$ cat src/rtl/alu_serial_ctrl.sv
// Bit-serial ALU controller: one result bit per clock, LSB first, with a start/busy/done handshake.
// Optional zero/ovf flag outputs are enabled by defining ALU_SERIAL_FLAGS_EN.
module alu_serial_ctrl #(
  parameter int unsigned WIDTH = 8
) (
  input  logic             clk,
  input  logic             rst,
  input  logic             start,
  input  logic [1:0]       op,
  input  logic [WIDTH-1:0] a,
  input  logic [WIDTH-1:0] b,
  output logic             busy,
  output logic             done,
  output logic [WIDTH-1:0] result,
  output logic             cout
`ifdef ALU_SERIAL_FLAGS_EN
  ,
  output logic             zero,
  output logic             ovf
`endif
);

  localparam int unsigned   CW   = (WIDTH > 2) ? $clog2(WIDTH) : 1;
  localparam logic [CW-1:0] LAST = CW'(WIDTH - 1);

  typedef enum logic {
    IDLE = 1'b0,
    RUN  = 1'b1
  } state_t;

  typedef enum logic [1:0] {
    OP_NOR = 2'b00,
    OP_XOR = 2'b01,
    OP_ADD = 2'b10,
    OP_SUB = 2'b11
  } op_t;

  state_t           state, state_next;
  op_t              op_q;
  logic [WIDTH-1:0] a_sh, b_sh, res_sh, res_next;
  logic [CW-1:0]    cnt;
  logic             carry, carry_next;
  logic             accept, last;
  logic             abit, bbit, slice_bit, arith;

  assign busy = (state == RUN);

  always_ff @(posedge clk) begin
    if (rst) state <= IDLE;
    else     state <= state_next;
  end

  always_comb begin
    state_next = state;
    accept     = 1'b0;
    last       = 1'b0;
    case (state)
      IDLE: begin
        if (start) begin
          accept     = 1'b1;
          state_next = RUN;
        end
      end
      RUN: begin
        if (cnt == LAST) begin
          last       = 1'b1;
          state_next = IDLE;
        end
      end
      default: state_next = IDLE;
    endcase
  end

  // SUB is a + ~b + 1: b is inverted here and the +1 comes from the preset carry.
  always_comb begin
    abit       = a_sh[0];
    bbit       = b_sh[0] ^ (op_q == OP_SUB);
    arith      = (op_q == OP_ADD) || (op_q == OP_SUB);
    carry_next = (abit & bbit) | (abit & carry) | (bbit & carry);
    slice_bit  = abit ^ bbit ^ carry;
    case (op_q)
      OP_NOR:  slice_bit = ~(abit | bbit);
      OP_XOR:  slice_bit = abit ^ bbit;
      default: slice_bit = abit ^ bbit ^ carry;
    endcase
    res_next = {slice_bit, res_sh[WIDTH-1:1]};
  end

  always_ff @(posedge clk) begin
    if (rst) begin
      op_q   <= OP_NOR;
      a_sh   <= '0;
      b_sh   <= '0;
      res_sh <= '0;
      cnt    <= '0;
      carry  <= 1'b0;
      done   <= 1'b0;
      result <= '0;
      cout   <= 1'b0;
`ifdef ALU_SERIAL_FLAGS_EN
      zero   <= 1'b0;
      ovf    <= 1'b0;
`endif
    end else begin
      done <= 1'b0;
      if (accept) begin
        op_q  <= op_t'(op);
        a_sh  <= a;
        b_sh  <= b;
        cnt   <= '0;
        carry <= (op_t'(op) == OP_SUB);
      end else if (state == RUN) begin
        a_sh   <= a_sh >> 1;
        b_sh   <= b_sh >> 1;
        res_sh <= res_next;
        cnt    <= cnt + CW'(1);
        if (arith) carry <= carry_next;
        if (last) begin
          done   <= 1'b1;
          result <= res_next;
          cout   <= arith & carry_next;
`ifdef ALU_SERIAL_FLAGS_EN
          // carry still holds the carry into the MSB on this edge
          zero   <= (res_next == '0);
          ovf    <= arith & (carry ^ carry_next);
`endif
        end
      end
    end
  end

endmodule

$ cat config.mk
export PLATFORM = sky130hd
export DESIGN_NAME = alu_serial_ctrl
export DESIGN_NICKNAME = d
export VERILOG_FILES = /design/src/rtl/alu_serial_ctrl.sv
export SDC_FILE = /design/constraint.sdc
export NUM_CORES = 1
export LEC_CHECK = 0
export CORE_MARGIN = 3
export CORE_UTILIZATION = 32
export DETAILED_ROUTE_END_ITERATION = 6
export SETUP_SLACK_MARGIN = 0.2
export SYNTH_ARGS = -nofsm -noshare
export SYNTH_HDL_FRONTEND = slang
export SYNTH_SLANG_ARGS = --single-unit
$ cat constraint.sdc
create_clock -name clk -period 2 [get_ports clk]
set_clock_uncertainty 0.1 [all_clocks]
set_input_delay 0.3 -clock clk [delete_from_list [all_inputs] [get_ports clk]]
set_output_delay 0.3 -clock clk [all_outputs]
set_load 0.02 [all_outputs]
==> reports/qor.csv, run 1 <==
metric,value,unit
core,0.00517,sq mm
rsz0062_at_grt,no,
reg2reg_depth,6,
initial_core_util,33.4,%
htreeDepth,2,
whs,0.352,ns
hold_path_end,cout$_SDFFE_PP0P_,
final_common_cell,dfxtp_1,
end_kind,register,
critPathKind,register to register,
grt_pass1_vias,1215,
tightest_slew,0.363,ns
n_antenna_cell,0,
synth_nets,201,
hold_depth,2,
combPwrFrac,13.9,%
critPathLaunchType,register,
grt_antenna_before_repair,0,
ff2ff_setup_slack,0.33,ns
grt_max_degree,41,
overflow,0,
maxSlewHeadroom,75.8,%
dieWidth,79.5,um
p_sw_share,24.2,%
r2r-start,op_q[1]$_SDFFE_PP0P_,
final_util,42.6,%
die_h,79.5,um
vias,1246,
setup_slack,0.333,ns
final.min_clock_period,1.67,ns
place_ws,0.239,ns
grt_usage,10.7,%
power_leakage,0.833,nW
drt_pass1_iterations,2,
drc,0,
avgSynthCellArea,9.82,sq um
drt.antenna.violating_nets,0,
synth-seq-area-share,46.3,%
drt-initial-drc-count,58,
cts.clk_slew.worst_paths,0.07,ns
fill_cells,509,
boundaryPins,32,
seq_power_share,54.1,%
clock-root-buffer,clkbuf_8,
status,"complete, no violations",
cap_violations,0,
arrival,1.76,ns
period_share,83.3,%
switchingPower,0.382,mW
routed_wl,3090,um
avgViaCountPerCell,4.50,
drv_slew,0,
dp_hpwl,2150,um
hp-class,register to register,
grt_pass1_wl,5340,um
yosys.area.top_type,dfxtp_1,
yosys_warnings,0,
powerDensity,715,mW/mm^2
ys_ff_latch,40,
min_from,cout$_SDFFE_PP0P_,
setup_violations,0,
ys_types,26,
most-common-layout-cells,"dfxtp_1 (38), clkdlybuf4s50_1 (31), nor2_1 (28)",
num_rows,26,
cts.sinks,40,
internal-power,1.19,mW
ir_drop,0.231,mV
layout.nets,232,
synthesis.area,0.00173,sq mm
tns,0,ns
worst-path-max-fanout,8,
dieArea,0.00632,sq mm
power.total,1.57,mW
cts_tree,yes,
syn_inst,176,
drive_gt1_share,15.0,%
gp_routability_congestion,0.662,
syn2layout_area_growth,27.4,%
fmax,600,MHz
post_drt_wl_per_cell,11.1,um
clock_latency,0.29,ns
cts_buffers,5,
numPortBuffers,31,
hold_violations,0,
r2r-end,carry$_SDFFE_PP0P_,
synth_top_cell_area_share,46.3,%
required,2.10,ns
clockPowerShare,32.0,%
synth.area.top_cells,"dfxtp_1 (46%), mux2i_1 (14%), mux2_2 (8.5%)",
cts.path.max_buffers,2,
==> area by class of cell <==
class	count	area (sq um)	area share, %
Inverter	4	15.0	0.681
Tap cell	70	87.6	3.98
Multi-Input combinational cell	120	843	38.3
Clock buffer	5	68.8	3.12
Timing Repair Buffer	36	373	16.9
Sequential cell	40	803	36.5
Clock inverter	2	12.5	0.568
==> worst max-delay path, stage by stage (launching register included) <==
cell and delay (ns):
dfxtp_2 0.39, nand2_1 0.11, xor2_2 0.17, fa_1 0.38, nand2_1 0.07, o21ai_0 0.08
a221oi_1 0.27
==> power by group through the flow <==
stage	logic, mW	clock network [mW]	registers, mW
after global placement	0.219	0	0.869
final	0.219	0.505	0.851
after global routing	0.244	0.559	0.856
after CTS	0.222	0.527	0.851
after floorplan	0.152	0	0.863
after detailed placement	0.221	0	0.870
==> kinds of logic after synthesis <==
| kind of cell | Yosys count | synth area share [%] |
|---|---|---|
| AND/OR/NAND/NOR | 57 | 14.1 |
| multiplexers | 40 | 24.7 |
| flip-flops | 40 | 46.3 |
| AO/OA/AOI/OAI | 18 | 5.72 |
| buffers and inverters | 16 | 5.35 |
| adder cells (fa/ha/maj) | 4 | 3.33 |
| XOR/XNOR | 1 | 0.507 |
==> cell usage after synthesis, drive strengths merged <==
master / number
nor2: 28
nor3b: 2
o211ai: 2
fa: 1
and2: 1
nor3: 2
nand3b: 1
a21oi: 14
buf: 7
o21ai: 1
mux2i: 25
xor2: 1
clkbuf: 5
inv: 4
nand2: 20
dfxtp: 40
ha: 3
nand3: 1
nor2b: 1
mux2: 15
a221oi: 1
nand2b: 1
==> layer usage <==
metal / up-vias / wire (um) / GRT usage (%)
li1: 652 / - / -
met2: 21 / 1430 / 16.9
met3: 6 / 123 / 3.16
met4: 0 / 48 / 4.12
met5: - / 0 / 0
met1: 567 / 1490 / 13.8
==> metrics by stage <==
step | std cells | area (sq um)
floorplan | 176 | 1730
global placement | 270 | 2110
detailed placement | 270 | 2110
CTS | 277 | 2190
global route | 277 | 2200
finish | 277 | 2200
==> how the worst max path moves through the flow <==
stage	startpoint	endpoint	slack (ns)	depth (start not counted)
global placement	start	b_sh[4]$_SDFFE_PP0P_	0.27	5
detailed placement	op_q[1]$_SDFFE_PP0P_	result[7]$_SDFFE_PP0P_	0.24	6
floorplan	op_q[1]$_SDFFE_PP0P_	res_sh[7]$_SDFFE_PP0P_	0.33	7
CTS	op_q[1]$_SDFFE_PP0P_	result[7]$_SDFFE_PP0P_	0.22	6
global route	op_q[1]$_SDFFE_PP0P_	result[7]$_SDFFE_PP0P_	0.20	6
finish	op_q[1]$_SDFFE_PP0P_	carry$_SDFFE_PP0P_	0.33	6
==> state kept, by name, summed over array words and instances (netlist names) <==
signal,flops
a_sh,8
b_sh,8
busy,1
carry,1
cnt,3
cout,1
done,1
op_q,2
res_sh,7
result,8
==> repair_timing <==
item / 4_1_cts / 5_1_grt
resized for setup: 0 / 2
setup endpoints to repair: 0 / 3
hold buffers: 0 / 0
buffers inserted: 0 / 0
Power figures use the tool's default switching activity.
==> inputs of run 2 (changes only) <==
- clock period: 2 -> 1.73 ns (I/O delays scaled with it)
==> reports/qor.csv, run 2 (same netlist as run 1, synthesis figures left out) <==
metric,value,unit,change
status,"complete, no violations",,
drt_pass1_iterations,4,,+2
dieWidth,79.5,um,unchanged
grt_max_degree,41,,unchanged
overflow,0,,unchanged
drive_gt1_share,19.2,%,+4.3 points
cts.sinks,40,,unchanged
power_leakage,0.951,nW,+14%
hold_path_end,result[6]$_SDFFE_PP0P_,,
period_share,90.7,%,+7.4 points
boundaryPins,32,,unchanged
combPwrFrac,11.7,%,-2.2 points
drc,0,,unchanged
critPathLaunchType,register,,
clockPowerShare,45.2,%,+13 points
holdBufCountCts,0,,unchanged
tns,0,ns,unchanged
r2r-end,res_sh[7]$_SDFFE_PP0P_,,
seq_power_share,43.1,%,-11 points
p_sw_share,19.9,%,-4.4 points
setup_slack,0.161,ns,-0.172 ns
core,0.00517,sq mm,unchanged
dieArea,0.00632,sq mm,unchanged
internal-power,1.84,mW,+54%
hp-class,register to register,,
numPortBuffers,31,,unchanged
grt_usage,10.8,%,+0.092 points
rsz0062_at_grt,yes,,
dp_hpwl,2090,um,-2.9%
fill_cells,518,,+1.8%
place_ws,0.0297,ns,-0.209 ns
drt-initial-drc-count,75,,+29%
layout.cells.non_filler,278,,+0.36%
grt_pass1_wl,5380,um,+0.66%
layout.nets,232,,unchanged
r2r-start,op_q[0]$_SDFFE_PP0P_,,
cts_setup_buffers,0,,unchanged
seq_area,806,sq um,+0.31%
min_from,result[6]$_SDFFE_PP0P_,,
clock-root-buffer,clkbuf_8,,
cts.clk_slew.worst_paths,0.07,ns,about the same
powerDensity,987,mW/mm^2,+38%
tightest_slew,0.219,ns,-0.143 ns
arrival,1.69,ns,-0.07 ns
worst-path-max-fanout,2,,-6
clock_latency,0.29,ns,about the same
fmax,637,MHz,+6.2%
critPathKind,register to register,,
grt_antenna_before_repair,0,,unchanged
maxSlewHeadroom,85.3,%,+9.6 points
routed_wl,3120,um,+1.1%
post_drt_wl_per_cell,11.2,um,+0.74%
drv_slew,0,,unchanged
switchingPower,0.456,mW,+19%
final_common_cell,dfxtp_1,,
grt_pass1_vias,1236,,+1.7%
power.total,2.30,mW,+46%
vias,1277,,+2.5%
ir_drop,0.723,mV,+210%
n_antenna_cell,0,,unchanged
multi_input_comb_area,887,sq um,+5.2%
cap_violations,0,,unchanged
drt.antenna.violating_nets,0,,unchanged
end_kind,register,,
cts.path.max_buffers,2,,unchanged
cts_buffers,5,,unchanged
htreeDepth,2,,unchanged
syn2layout_area_growth,34.5,%,
reg2reg_depth,6,,unchanged
most-common-layout-cells,"dfxtp_1 (36), nor2_1 (28), mux2i_1 (25)",,
hold_depth,2,,unchanged
gp_routability_congestion,0.733,,+11%
hold_violations,0,,unchanged
top_regs,"a_sh (8), b_sh (8), result (8)",,
cts_tree,yes,,
num_rows,26,,unchanged
required,1.85,ns,-0.25 ns
initial_core_util,33.4,%,unchanged
ff2ff_setup_slack,0.16,ns,-0.17 ns
die_h,79.5,um,unchanged
setup_violations,0,,unchanged
avgViaCountPerCell,4.59,,+2.1%
final_util,45.0,%,+2.4 points
final.min_clock_period,1.57,ns,-0.0977 ns
place_inst,270,,unchanged
==> run 2: cell types whose count changed in the layout (fill, tap and decap cells not counted), sizes merged <==
cell and change:
clkinv -1, bufinv +3, dlygate4sd2 +11, clkdlybuf4s50 -11, clkinvlp -1
==> run 2: worst max-delay path, stage by stage, from the launching register on <==
cell and delay [ns]:
dfxtp_2 0.34, nand2_4 0.08, xor2_4 0.20, fa_2 0.47, nand2_2 0.09, o211ai_1 0.09
a21oi_1 0.14
==> run 2: cell type report <==
class	instances	area share (%)
clock buffer	5	2.96
clock inverter	3	3.87
inverter	4	0.646
multi-input combinational	120	38.1
sequential	40	34.6
tap	70	3.77
timing repair buffer	36	16.0
==> run 2: worst max-delay path by stage <==
stage                                   endpoint  slack, ns                  from  cells after the start
after floorplan           res_sh[7]$_SDFFE_PP0P_       0.06  op_q[1]$_SDFFE_PP0P_                      7
after detailed placement    b_sh[1]$_SDFFE_PP0P_       0.03                 start                      5
after global placement      b_sh[5]$_SDFFE_PP0P_       0.04                 start                      5
after global routing      res_sh[7]$_SDFFE_PP0P_       0.09  op_q[0]$_SDFFE_PP0P_                      6
final                     res_sh[7]$_SDFFE_PP0P_       0.16  op_q[0]$_SDFFE_PP0P_                      6
after CTS                 res_sh[7]$_SDFFE_PP0P_       0.14  op_q[0]$_SDFFE_PP0P_                      6
==> run 2: per-layer routing <==
metal  global-route usage [%]  part of all wire, %  wire [um]  vias to the layer above
met5                        0                    0          0                        -
met2                     19.1                   52       1610                       23
met3                     3.39                  4.1        128                        7
met4                     4.64                  1.9         58                        0
met1                     11.8                   42       1330                      592
li1                         -                    -          -                      655
==> run 2: power groups by stage <==
stage / Sequential (mW) / Combinational, mW / Clock [mW]
floorplan: 1.00 / 0.182 / 0
global placement: 1.01 / 0.259 / 0
global route: 0.996 / 0.297 / 1.11
detailed placement: 1.01 / 0.262 / 0
finish: 0.990 / 0.269 / 1.04
CTS: 0.989 / 0.263 / 1.06
==> run 2: timing repair <==
action                     CTS  global route
gates resized for setup     14             7
setup endpoints to repair   14             5
pin swaps                    4             6
==> run 2: metrics by stage <==
step / cell area (sq um) / hold slack [ns]
finish: 2330 / 0.352
global placement: 2140 / 0.343
detailed placement: 2140 / 0.346
global route: 2330 / 0.368
CTS: 2290 / 0.355
floorplan: 1760 / 0.307
